**src/rtl/weight_sequencer_if.sv**
```systemverilog
// Weight stream and weight-store port bundle for weight_sequencer.
// slave  : the sequencer (stream sink, store controller).
// master : the environment (stream source and weight store).
interface weight_sequencer_if #(
    parameter int unsigned CLAUSEN = 140
);
    localparam int unsigned CW = $clog2(CLAUSEN) + 1;

    // Weight beat stream
    logic               s_valid;
    logic               s_ready;
    logic [255:0]       s_data;

    // Weight store write and read ports
    logic               wa_valid;
    logic [255:0]       wa_data;
    logic [31:0]        wa_offset;
    logic [CW-1:0]      wa_clauses;
    logic [CW-1:0]      wa_clause_no;
    logic signed [8:0]  wa_weight;

    modport slave (
        input  s_valid,
        input  s_data,
        output s_ready,
        output wa_valid,
        output wa_data,
        output wa_offset,
        output wa_clauses,
        output wa_clause_no,
        input  wa_weight
    );

    modport master (
        output s_valid,
        output s_data,
        input  s_ready,
        input  wa_valid,
        input  wa_data,
        input  wa_offset,
        input  wa_clauses,
        input  wa_clause_no,
        output wa_weight
    );
endinterface

```
**src/rtl/weight_sequencer.sv**
```systemverilog
// Clause-weight store controller: loads a weight image as BEATS x 256-bit beats, then on start
// walks clause indices through the 3-cycle store read pipeline and sums the weights of the
// firing clauses into class_sum.
// Optional feature: define WSEQ_CLAMP_EN to clamp class_sum to [-THRESH, THRESH].
module weight_sequencer #(
    parameter int unsigned CLAUSEN = 140,
    parameter int unsigned BEATS   = 5,
    parameter int unsigned THRESH  = 128,
    localparam int unsigned CW     = $clog2(CLAUSEN) + 1,
    localparam int unsigned SUMW   = $clog2(CLAUSEN) + 9
) (
    input  logic                   clk,
    input  logic                   rst,
    weight_sequencer_if.slave      bus,
    input  logic                   start,
    input  logic [CW-1:0]          clauses,
    input  logic [CLAUSEN-1:0]     clause_fire,
    output logic                   loaded,
    output logic                   busy,
    output logic                   done,
    output logic signed [SUMW-1:0] class_sum
);

    localparam int unsigned BW = (BEATS > 1) ? $clog2(BEATS) : 1;
    localparam logic [BW-1:0] LastBeat = BW'(BEATS - 1);
    localparam logic [CW-1:0] OneClause = CW'(1);
    localparam logic signed [SUMW-1:0] ThreshPos = SUMW'(THRESH);
    localparam logic signed [SUMW-1:0] ThreshNeg = -ThreshPos;

`ifdef WSEQ_CLAMP_EN
    localparam bit ClampEn = 1'b1;
`else
    localparam bit ClampEn = 1'b0;
`endif

    typedef enum logic [2:0] {
        StIdle,
        StLoad,
        StLoaded,
        StRun,
        StDrain
    } state_e;

    state_e                 state_q;
    logic [BW-1:0]          beat_q;
    logic                   wa_valid_q;
    logic [255:0]           wa_data_q;
    logic [31:0]            wa_offset_q;
    logic [CW-1:0]          wa_clauses_q;
    logic [CW-1:0]          wa_clause_no_q;
    logic [CLAUSEN-1:0]     fire_q;
    logic [2:0]             pv_q;      // issue pipeline: valid, [2] is the tail
    logic [2:0]             pf_q;      // issue pipeline: fire bit
    logic signed [SUMW-1:0] acc_q;
    logic signed [SUMW-1:0] acc_d;
    logic signed [SUMW-1:0] class_sum_q;
    logic signed [SUMW-1:0] class_sum_d;
    logic                   loaded_q;
    logic                   busy_q;
    logic                   done_q;

    logic                   s_ready;
    logic                   beat_acc;
    logic                   start_acc;
    logic [CLAUSEN-1:0]     fire_sh;
    logic                   fire_bit;
    logic                   issue_last;
    logic                   drain_empty;

    // Handshake decode; start beats a coincident beat in LOADED, and reset blocks acceptance.
    always_comb begin
        s_ready = 1'b0;
        if (!rst) begin
            unique case (state_q)
                StIdle, StLoad: s_ready = 1'b1;
                StLoaded:       s_ready = !start;
                default:        s_ready = 1'b0;
            endcase
        end
        beat_acc    = bus.s_valid && s_ready;
        start_acc   = (state_q == StLoaded) && start;
        // Shift instead of indexing so the wider clause index needs no truncation.
        fire_sh     = fire_q >> wa_clause_no_q;
        fire_bit    = fire_sh[0];
        issue_last  = (wa_clause_no_q == (wa_clauses_q - OneClause));
        // Tail entry is consumed on this edge, so only the first two stages decide emptiness.
        drain_empty = !pv_q[0] && !pv_q[1];
    end

    // Accumulator next value and the (optionally clamped) value published to class_sum.
    always_comb begin
        acc_d = acc_q;
        if (pv_q[2] && pf_q[2]) begin
            acc_d = acc_q + SUMW'(bus.wa_weight);
        end
        class_sum_d = acc_d;
        if (ClampEn) begin
            if (acc_d > ThreshPos) begin
                class_sum_d = ThreshPos;
            end else if (acc_d < ThreshNeg) begin
                class_sum_d = ThreshNeg;
            end
        end
    end

    // Control FSM with all outputs registered.
    always_ff @(posedge clk) begin
        if (rst) begin
            state_q        <= StIdle;
            beat_q         <= '0;
            wa_valid_q     <= 1'b0;
            wa_data_q      <= '0;
            wa_offset_q    <= '0;
            wa_clauses_q   <= '0;
            wa_clause_no_q <= '0;
            fire_q         <= '0;
            pv_q           <= '0;
            pf_q           <= '0;
            acc_q          <= '0;
            class_sum_q    <= '0;
            loaded_q       <= 1'b0;
            busy_q         <= 1'b0;
            done_q         <= 1'b0;
        end else begin
            wa_valid_q <= 1'b0;
            done_q     <= 1'b0;
            pv_q       <= {pv_q[1:0], 1'b0};
            pf_q       <= {pf_q[1:0], 1'b0};
            acc_q      <= acc_d;

            if (beat_acc) begin
                wa_valid_q  <= 1'b1;
                wa_data_q   <= bus.s_data;
                wa_offset_q <= 32'(beat_q);
                if (beat_q == LastBeat) begin
                    beat_q   <= '0;
                    loaded_q <= 1'b1;
                    state_q  <= StLoaded;
                end else begin
                    beat_q   <= beat_q + 1'b1;
                    loaded_q <= 1'b0;
                    state_q  <= StLoad;
                end
            end

            unique case (state_q)
                StLoaded: begin
                    if (start_acc) begin
                        wa_clauses_q <= clauses;
                        fire_q       <= clause_fire;
                        acc_q        <= '0;
                        if (clauses == '0) begin
                            class_sum_q <= '0;
                            done_q      <= 1'b1;
                        end else begin
                            wa_clause_no_q <= '0;
                            busy_q         <= 1'b1;
                            state_q        <= StRun;
                        end
                    end
                end
                StRun: begin
                    pv_q <= {pv_q[1:0], 1'b1};
                    pf_q <= {pf_q[1:0], fire_bit};
                    if (issue_last) begin
                        state_q <= StDrain;
                    end else begin
                        wa_clause_no_q <= wa_clause_no_q + OneClause;
                    end
                end
                StDrain: begin
                    if (drain_empty) begin
                        class_sum_q <= class_sum_d;
                        done_q      <= 1'b1;
                        busy_q      <= 1'b0;
                        state_q     <= StLoaded;
                    end
                end
                default: begin
                end
            endcase
        end
    end

    assign bus.s_ready      = s_ready;
    assign bus.wa_valid     = wa_valid_q;
    assign bus.wa_data      = wa_data_q;
    assign bus.wa_offset    = wa_offset_q;
    assign bus.wa_clauses   = wa_clauses_q;
    assign bus.wa_clause_no = wa_clause_no_q;
    assign loaded           = loaded_q;
    assign busy             = busy_q;
    assign done             = done_q;
    assign class_sum        = class_sum_q;

endmodule

```
**src/flat_wrapper.sv**
```systemverilog
// flat-port wrapper written by rule: the top's interface ports become plain ports
module weight_sequencer_flat 
#(
    parameter int unsigned CLAUSEN = 140,
    parameter int unsigned BEATS   = 5,
    parameter int unsigned THRESH  = 128,
    localparam int unsigned CW     = $clog2(CLAUSEN) + 1,
    localparam int unsigned SUMW   = $clog2(CLAUSEN) + 9
)
  (clk, rst, start, clauses, clause_fire, loaded, busy, done, class_sum, bus_s_valid, bus_s_data, bus_s_ready, bus_wa_valid, bus_wa_data, bus_wa_offset, bus_wa_clauses, bus_wa_clause_no, bus_wa_weight);
  weight_sequencer_if #(.CLAUSEN(CLAUSEN)) bus_i ();
  input  logic clk;
  input  logic rst;
  input  logic start;
  input  logic [CW-1:0] clauses;
  input  logic [CLAUSEN-1:0] clause_fire;
  output logic loaded;
  output logic busy;
  output logic done;
  output logic signed [SUMW-1:0] class_sum;
  input wire logic [$bits(bus_i.s_valid)-1:0] bus_s_valid;
  input wire logic [$bits(bus_i.s_data)-1:0] bus_s_data;
  output wire logic [$bits(bus_i.s_ready)-1:0] bus_s_ready;
  output wire logic [$bits(bus_i.wa_valid)-1:0] bus_wa_valid;
  output wire logic [$bits(bus_i.wa_data)-1:0] bus_wa_data;
  output wire logic [$bits(bus_i.wa_offset)-1:0] bus_wa_offset;
  output wire logic [$bits(bus_i.wa_clauses)-1:0] bus_wa_clauses;
  output wire logic [$bits(bus_i.wa_clause_no)-1:0] bus_wa_clause_no;
  input wire logic [$bits(bus_i.wa_weight)-1:0] bus_wa_weight;
  assign bus_i.s_valid = bus_s_valid;
  assign bus_i.s_data = bus_s_data;
  assign bus_s_ready = bus_i.s_ready;
  assign bus_wa_valid = bus_i.wa_valid;
  assign bus_wa_data = bus_i.wa_data;
  assign bus_wa_offset = bus_i.wa_offset;
  assign bus_wa_clauses = bus_i.wa_clauses;
  assign bus_wa_clause_no = bus_i.wa_clause_no;
  assign bus_i.wa_weight = bus_wa_weight;
  weight_sequencer #(.CLAUSEN(CLAUSEN), .BEATS(BEATS), .THRESH(THRESH)) u_core (.clk(clk), .rst(rst), .bus(bus_i), .start(start), .clauses(clauses), .clause_fire(clause_fire), .loaded(loaded), .busy(busy), .done(done), .class_sum(class_sum));
endmodule
```
**config.mk**
```make
export PLATFORM = sky130hd
export DESIGN_NAME = weight_sequencer_flat
export DESIGN_NICKNAME = d
export VERILOG_FILES = /design/src/rtl/weight_sequencer_if.sv /design/src/rtl/weight_sequencer.sv /design/src/flat_wrapper.sv
export SDC_FILE = /design/constraint.sdc
export NUM_CORES = 1
export LEC_CHECK = 0
export CORE_AREA = 10 10 286 288
export CTS_BUF_LIST = sky130_fd_sc_hd__clkbuf_2
export CTS_CLUSTER_SIZE = 28
export DETAILED_ROUTE_END_ITERATION = 12
export DIE_AREA = 0 0 296 298
export GPL_TIMING_DRIVEN = 0
export PLACE_DENSITY_LB_ADDON = 0.25
export SYNTH_ARGS = -nofsm -noshare
export SYNTH_HDL_FRONTEND = slang
export SYNTH_SLANG_ARGS = --single-unit
```
**constraint.sdc**
```tcl
create_clock -name clk -period 4.03 [get_ports clk]
set_clock_uncertainty 0.05 [all_clocks]
set_input_delay 1.0075 -clock clk [delete_from_list [all_inputs] [get_ports clk]]
set_output_delay 1.0075 -clock clk [all_outputs]
set_load 0.02 [all_outputs]
```
=== After elaboration in Yosys (flattened, before gate mapping) ===
Cells that the tools add are included.

* Bits in registers: 467
* Output and inout bits: 328

* Add/sub/neg operators: 4
* Equal/unequal tests: 11
* Shift-type cells: 1
* Muxes and demuxes: 32
* Bitwise gates (word level): 1
* Reductions and logical operators: 17

{| class="wikitable"
|+ Operators by type and width
! operator !! count
|-
| $shr A140 B9 Y1 || 1
|-
| $mux W17 || 6
|-
| $pmux W17 S2 || 1
|-
| $mux W9 || 3
|-
| $mux W3 || 6
|-
| $pmux W9 S2 || 1
|-
| $add A17 B9 Y17 || 1
|-
| $reduce_and A4 Y1 || 3
|-
| $mux W1 || 10
|-
| $add A9 B1 Y9 const B || 1
|-
| $eq A9 B9 Y1 || 1
|-
| $logic_not A9 Y1 || 1
|-
| $pmux W3 S3 || 1
|-
| $sub A9 B1 Y9 const B || 1
|-
| $eq A3 B2 Y1 const B || 2
|-
| $eq A3 B3 Y1 const B || 2
|-
| $ne A2 B2 Y1 const B || 3
|-
| $pmux W1 S2 || 3
|-
| $logic_and A1 B1 Y1 || 4
|-
| $ne A2 B1 Y1 const B || 2
|-
| $reduce_bool A2 Y1 || 2
|-
| $reduce_or A2 Y1 || 2
|-
| $add A3 B1 Y3 const B || 1
|-
| $eq A3 B1 Y1 const B || 1
|-
| other kinds (5) || 7
|}

=== Longest topological paths before layout ===
* Depth after elaboration: 9
* Depth in mapped cells: 10
* Mapped depth without buffers: 10

=== Worst setup path after synthesis ===
Ideal clock, no wire load.

* Kind: input -> register
* Start: input port bus_wa_weight[6]
* End: register u_core.acc_q[15]
* Library setup time: 79 ps
* Arrival: 2896 ps
* Required time: 3901 ps
* Setup slack: 1005 ps
* Cell stages on the path: 9
* Path buffers: 1
* Path through: ha_1 -> clkbuf_1 -> a21oi_1 -> o21ai_0 -> a21o_1 -> nor3_1 -> a2111oi_0 -> mux2_2 -> o211ai_1

* Longest elaborated chain between the ends: 4

{| class="wikitable"
|+ Ends and longest elaborated chain
! element !! line !! source
|-
| start: declaration || flat_wrapper.sv:29 || <nowiki>input wire logic [$bits(bus_i.wa_weight)-1:0] bus_wa_weight;</nowiki>
|-
| $add A17 B9 Y17 (*) || weight_sequencer.sv:94 || <nowiki>acc_d = acc_q + SUMW'(bus.wa_weight);</nowiki>
|-
| $mux W17 (*) || weight_sequencer.sv:93 || <nowiki>if (pv_q[2] && pf_q[2]) begin</nowiki>
|-
| $mux W17 || weight_sequencer.sv:148 || <nowiki>if (start_acc) begin</nowiki>
|-
| $mux W17 (*) || weight_sequencer.sv:146 || <nowiki>unique case (state_q)</nowiki>
|-
| end signal: assignment || weight_sequencer.sv:119 || <nowiki>acc_q <= '0;</nowiki>
|-
| end signal: assignment || weight_sequencer.sv:129 || <nowiki>acc_q <= acc_d;</nowiki>
|-
| end signal: assignment || weight_sequencer.sv:151 || <nowiki>acc_q <= '0;</nowiki>
|-
| end: declaration || weight_sequencer.sv:54 || <nowiki>logic signed [SUMW-1:0] acc_q;</nowiki>
|}

Every way passes the cells marked *; elsewhere a longest branch is shown, timed or not.
A chain may end at the register's enable or synchronous reset.

=== Final worst setup path ===
* Start: register u_core.wa_clause_no_q[1], in the netlist u_core.bus.wa_clause_no[1]
* End: register u_core.pf_q[0]

* Longest elaborated chain between the ends: 1

{| class="wikitable"
|+ Ends and longest elaborated chain
! element !! line !! source
|-
| start: declaration || weight_sequencer.sv:50 || <nowiki>logic [CW-1:0] wa_clause_no_q;</nowiki>
|-
| start signal: assignment || weight_sequencer.sv:168 || <nowiki>wa_clause_no_q <= wa_clause_no_q + OneClause;</nowiki>
|-
| $shr A140 B9 Y1 || weight_sequencer.sv:83 || <nowiki>fire_sh = fire_q >> wa_clause_no_q;</nowiki>
|-
| end signal: assignment || weight_sequencer.sv:128 || <nowiki>pf_q <= {pf_q[1:0], 1'b0};</nowiki>
|-
| end signal: assignment || weight_sequencer.sv:164 || <nowiki>pf_q <= {pf_q[1:0], fire_bit};</nowiki>
|-
| end: declaration || weight_sequencer.sv:53 || <nowiki>logic [2:0] pf_q;</nowiki>
|}

No other way between the ends.

==> run_results.csv <==
group,metric,value,unit
run_status,outcome,"complete, no violations",
logic_synthesis,synth_top_area_cell,"sky130_fd_sc_hd__dfxtp_1",
setup_path,worstSetupPathType,"reg2reg",
setup_path,critical_path.startpoint_type,"flop",
floorplanning,io_pins,746,
setup_path,worst_ep_arrival_time,4930,ps
logic_synthesis,synth_edf_count,0,
clock_tree,cts_buffer_depth,3,
place,portBuffers,716,
sta,timing.final.crit_share,0.980,
sta,grt_setup_unrepaired,"no",
drt,routed_via_density,4.49,
logic_synthesis,postSynthAreaPerCell,8.33,um2
power_and_ir_drop,cellInternalPower,7270,uW
logic_synthesis,yosys_register_bits,467,
drt,drtAntennaViolNets,0,
place,globalplace.congestion,0.843,
logic_synthesis,synth_area,0.0193,mm2
power_and_ir_drop,reported_net_switching_power,3310,uW
clock_tree,cts_root_buffer,"sky130_fd_sc_hd__clkbuf_2",
setup_path,reg2reg_from,"u_core.bus.wa_clause_no[1]",
sta,final_max_slew_viol_count,0,
grt,antenna_found_initial,13,
sta,hold_ws,220,ps
power_and_ir_drop,vdd_ir_drop_max,192,uV
sta,fmax,253,MHz
clock_tree,cts_tree,"yes",
clock_tree,hold_fix_buffer_count_after_cts,0,
setup_path,slowest_cell_delay_on_critical_path,670,ps
clock_tree,cts-buffers-inserted,133,
setup_path,endpoint_kind,"flop",
drt,drt_pass1_iterations,5,
grt,grt_max_degree,17,
place,dp_hpwl,72200,um
power_and_ir_drop,fraction_of_power_spent_switching_nets,0.313,
grt,grt_remaining_overflow,0,
clock_tree,clock_sinks,467,
logic_synthesis,yosys.area.top_type_share,0.485,
layout,multiInputGateArea,0.00910,mm2
grt,track_usage,0.199,
power_and_ir_drop,p_leak,0.0116,uW
setup_path,crit_top_cell,"sky130_fd_sc_hd__nor3_1",
layout,finalNonFillerCells,4271,
setup_path,setup.worst_path.start,"u_core.bus.wa_clause_no[1]",
sta,fin_tns_setup,0,ps
floorplanning,floorplan.rows,101,
job,cap_viol_max_count,0,
logic_synthesis,synth.lib_cells_used.distinct,68,
layout,fraction_of_layout_instances_using_a_drive_strength_above_1,0.0928,
logic_synthesis,yosysWarnings,0,
power_and_ir_drop,clkPwrFrac,0.348,
setup_path,worst_path_max_delay_cell,"sky130_fd_sc_hd__buf_1",
layout,area.sequential,0.00935,mm2
sta,report.final.hold_viol_count,0,
grt,global_route_wire_length_before_repair,130000,um
power_and_ir_drop,combPwrFrac,0.180,
clock_tree,ctsHtreeMaxLevel,4,
drt,via_count,19200,
drt,detail_route.drc_violations,0,
layout,design.final.nets,3629,
grt,grt_pass1_vias,19300,
drt,initialDrtViolationCount,1096,
min_path,worstHoldPathType,"in2reg",
layout,area_growth,50.6,%
power_and_ir_drop,power.share.sequential,0.473,
setup_path,cp.required,5010,ps
setup_path,critical_path.max_fanout,10,
logic_synthesis,ys_async_sr_fraction,0,
logic_synthesis,synth_sequential_area_ratio,0.485,
drt,drt-total-wl,91000,um
clock_tree,clock_insertion_delay_worst_skew,1270,ps
layout,final.fill_count,7905,
sta,shortest_period_the_worst_path_allows,3950,ps
setup_path,critical_path.cell_chain,"buf_2, buf_1, clkbuf_2, mux4_2, a221oi_1, nor3_1, nor3_1, o22ai_1",
floorplanning,floorplan.die.height,298,um
logic_synthesis,synth_cells,2311,
floorplanning,core_region_area,0.0757,mm2
sta,worst-slew-pin-transition,1230,ps
drt,detail_route.wl_per_cell,21.3,um
sta,max_slew_margin,0.177,
clock_tree,clock_pin_slew_worst_setup_and_hold_paths,120,ps
floorplanning,die_w,296,um
floorplanning,dieArea,0.0882,mm2
place,numPlacedInstances,4033,
sta,finalSetupViolations,0,
logic_synthesis,ys.flop_type,"sky130_fd_sc_hd__dfxtp_1",
floorplanning,floorplan.initialDensity,0.254,
min_path,timing.hold.worst.start,"bus_s_data[32]",
power_and_ir_drop,p_per_area,365,mW/mm2
logic_synthesis,netlist_top_cells_area,"sky130_fd_sc_hd__dfxtp_1, sky130_fd_sc_hd__nand2_1, sky130_fd_sc_hd__nand3b_1",
==> Yosys cell counts (all sizes together), types with 3 or more instances <==
master and instances:
a2bb2oi 3, nand3 9, o21a 5, o31ai 4
a22o 6, dfxtp 467, and3 7, a211oi 7
mux2 3, buf 63, mux4 35, o21ai 25
a21o 5, inv 17, or4 4, a21oi 186
o31a 3, nand4 3, a22oi 13, mux2i 5
ha 20, a2111oi 5, xnor2 15, or3 8
o211ai 4, nor2 57, a221oi 6, nand3b 261
a32oi 4, nor4 5, and2 10, clkbuf 134
nand2b 8, o22ai 4, nor2b 11, xor2 7
o21bai 5, nand2 845, nor3 10
==> per-layer routing <==
| metal | share of wire | GRT usage | vias up |
|---|---|---|---|
| li1 | - | - | 9502 |
| met1 | 0.38 | 0.212 | 8933 |
| met2 | 0.52 | 0.358 | 582 |
| met3 | 0.078 | 0.0726 | 131 |
| met4 | 0.022 | 0.0608 | 16 |
| met5 | 0.00091 | 0 | - |
==> final timing paths <==
kind / end / slack, ps / cells past startpoint
worst min-delay path: u_core.bus.wa_data[32] / 220 / 3
worst max register to register: u_core.pf_q[0] / 80 / 8
worst max-delay path: u_core.pf_q[0] / 80 / 8
worst min register to register: u_core.pf_q[2] / 400 / 1
==> registers in the layout, indices dropped and copies added (netlist names), 3 cells and up <==
| signal | count |
|---|---|
| u_core.bus.wa_offset | 3 |
| u_core.beat_q | 3 |
| u_core.acc_q | 17 |
| u_core.class_sum | 17 |
| u_core.pf_q | 3 |
| u_core.state_q | 3 |
| u_core.bus.wa_clause_no | 9 |
| u_core.fire_q | 140 |
| u_core.pv_q | 3 |
| u_core.bus.wa_clauses | 9 |
| u_core.bus.wa_data | 256 |
==> area by class of cell <==
type | count | share of cell area
inverters | 18 | 0.00233
multi-input cells | 1657 | 0.314
clock inverters | 28 | 0.00707
well taps | 978 | 0.0422
clock buffers | 203 | 0.0350
plain buffers | 197 | 0.0297
diodes | 7 | 0.000604
flip-flops and latches | 467 | 0.322
repair buffers | 716 | 0.247
==> power by group through the flow <==
stage,clock network [uW],logic [uW],registers [uW]
CTS,3830,1930,5000
global placement,0,1920,5100
global route,4060,2030,5030
floorplan,0,520,5340
detailed placement,0,1920,5100
finish,3680,1900,5000
==> through the flow <==
step,utilization,worst slack (ps),instance area (um2),total power [uW]
CTS,0.383,50.7,29000,10800
finish,0.383,80.8,29000,10600
global placement,0.367,-705,27800,7020
global route,0.383,81.7,29000,11100
detailed placement,0.367,-688,27800,7020
floorplan,-,1000,19400,5860
==> placed cells by master (no fill, tap or decap), drive strengths merged, types with 5 or more instances in the layout <==
cell type / Yosys / layout
a2111oi: 5 / 5
o21ai: 25 / 25
diode: 0 / 7
a211oi: 7 / 7
nor3: 10 / 10
xnor2: 15 / 15
nor2b: 11 / 11
clkbuf: 134 / 337
nand3: 9 / 9
o21a: 5 / 5
or3: 8 / 8
a22oi: 13 / 13
a21o: 5 / 5
ha: 20 / 20
a221oi: 6 / 6
clkdlybuf4s50: 0 / 715
dfxtp: 467 / 467
o21bai: 5 / 5
clkinv: 1 / 18
nor4: 5 / 5
nand3b: 261 / 261
nand2b: 8 / 8
and3: 7 / 7
and2: 10 / 10
nand2: 845 / 845
buf: 63 / 63
a22o: 6 / 6
a21oi: 186 / 186
mux2i: 5 / 5
mux4: 35 / 35
nor2: 57 / 57
conb: 1 / 29
xor2: 7 / 7
inv: 17 / 22
==> what timing repair did <==
| item | CTS | global route |
|---|---|---|
| resized for setup | 4 | 0 |
| buffers inserted | 0 | 0 |
| setup endpoints to repair | 2 | 0 |
==> cells by family (layout without fill, tap and decap cells) <==
kind of cell / Yosys count / in the layout / share of synthesized area
multiplexers: 43 / 43 / 0.0453
AO/OA/AOI/OAI: 298 / 298 / 0.0914
adder cells (fa/ha/maj): 21 / 21 / 0.0140
XOR/XNOR: 23 / 23 / 0.0114
AND/OR/NAND/NOR: 1243 / 1243 / 0.304
other: 1 / 36 / 0.000195
buffers and inverters: 215 / 1162 / 0.0481
flip-flops: 467 / 467 / 0.485
==> worst max-delay path, delay by kind of cell, from the launching register on <==
kind            cells  cell delay, ps
compound gates      2             700
buf+inv             3            1520
flops               1             560
mux                 1             380
simple gates        2             490
Power figures use the tool's default switching activity.
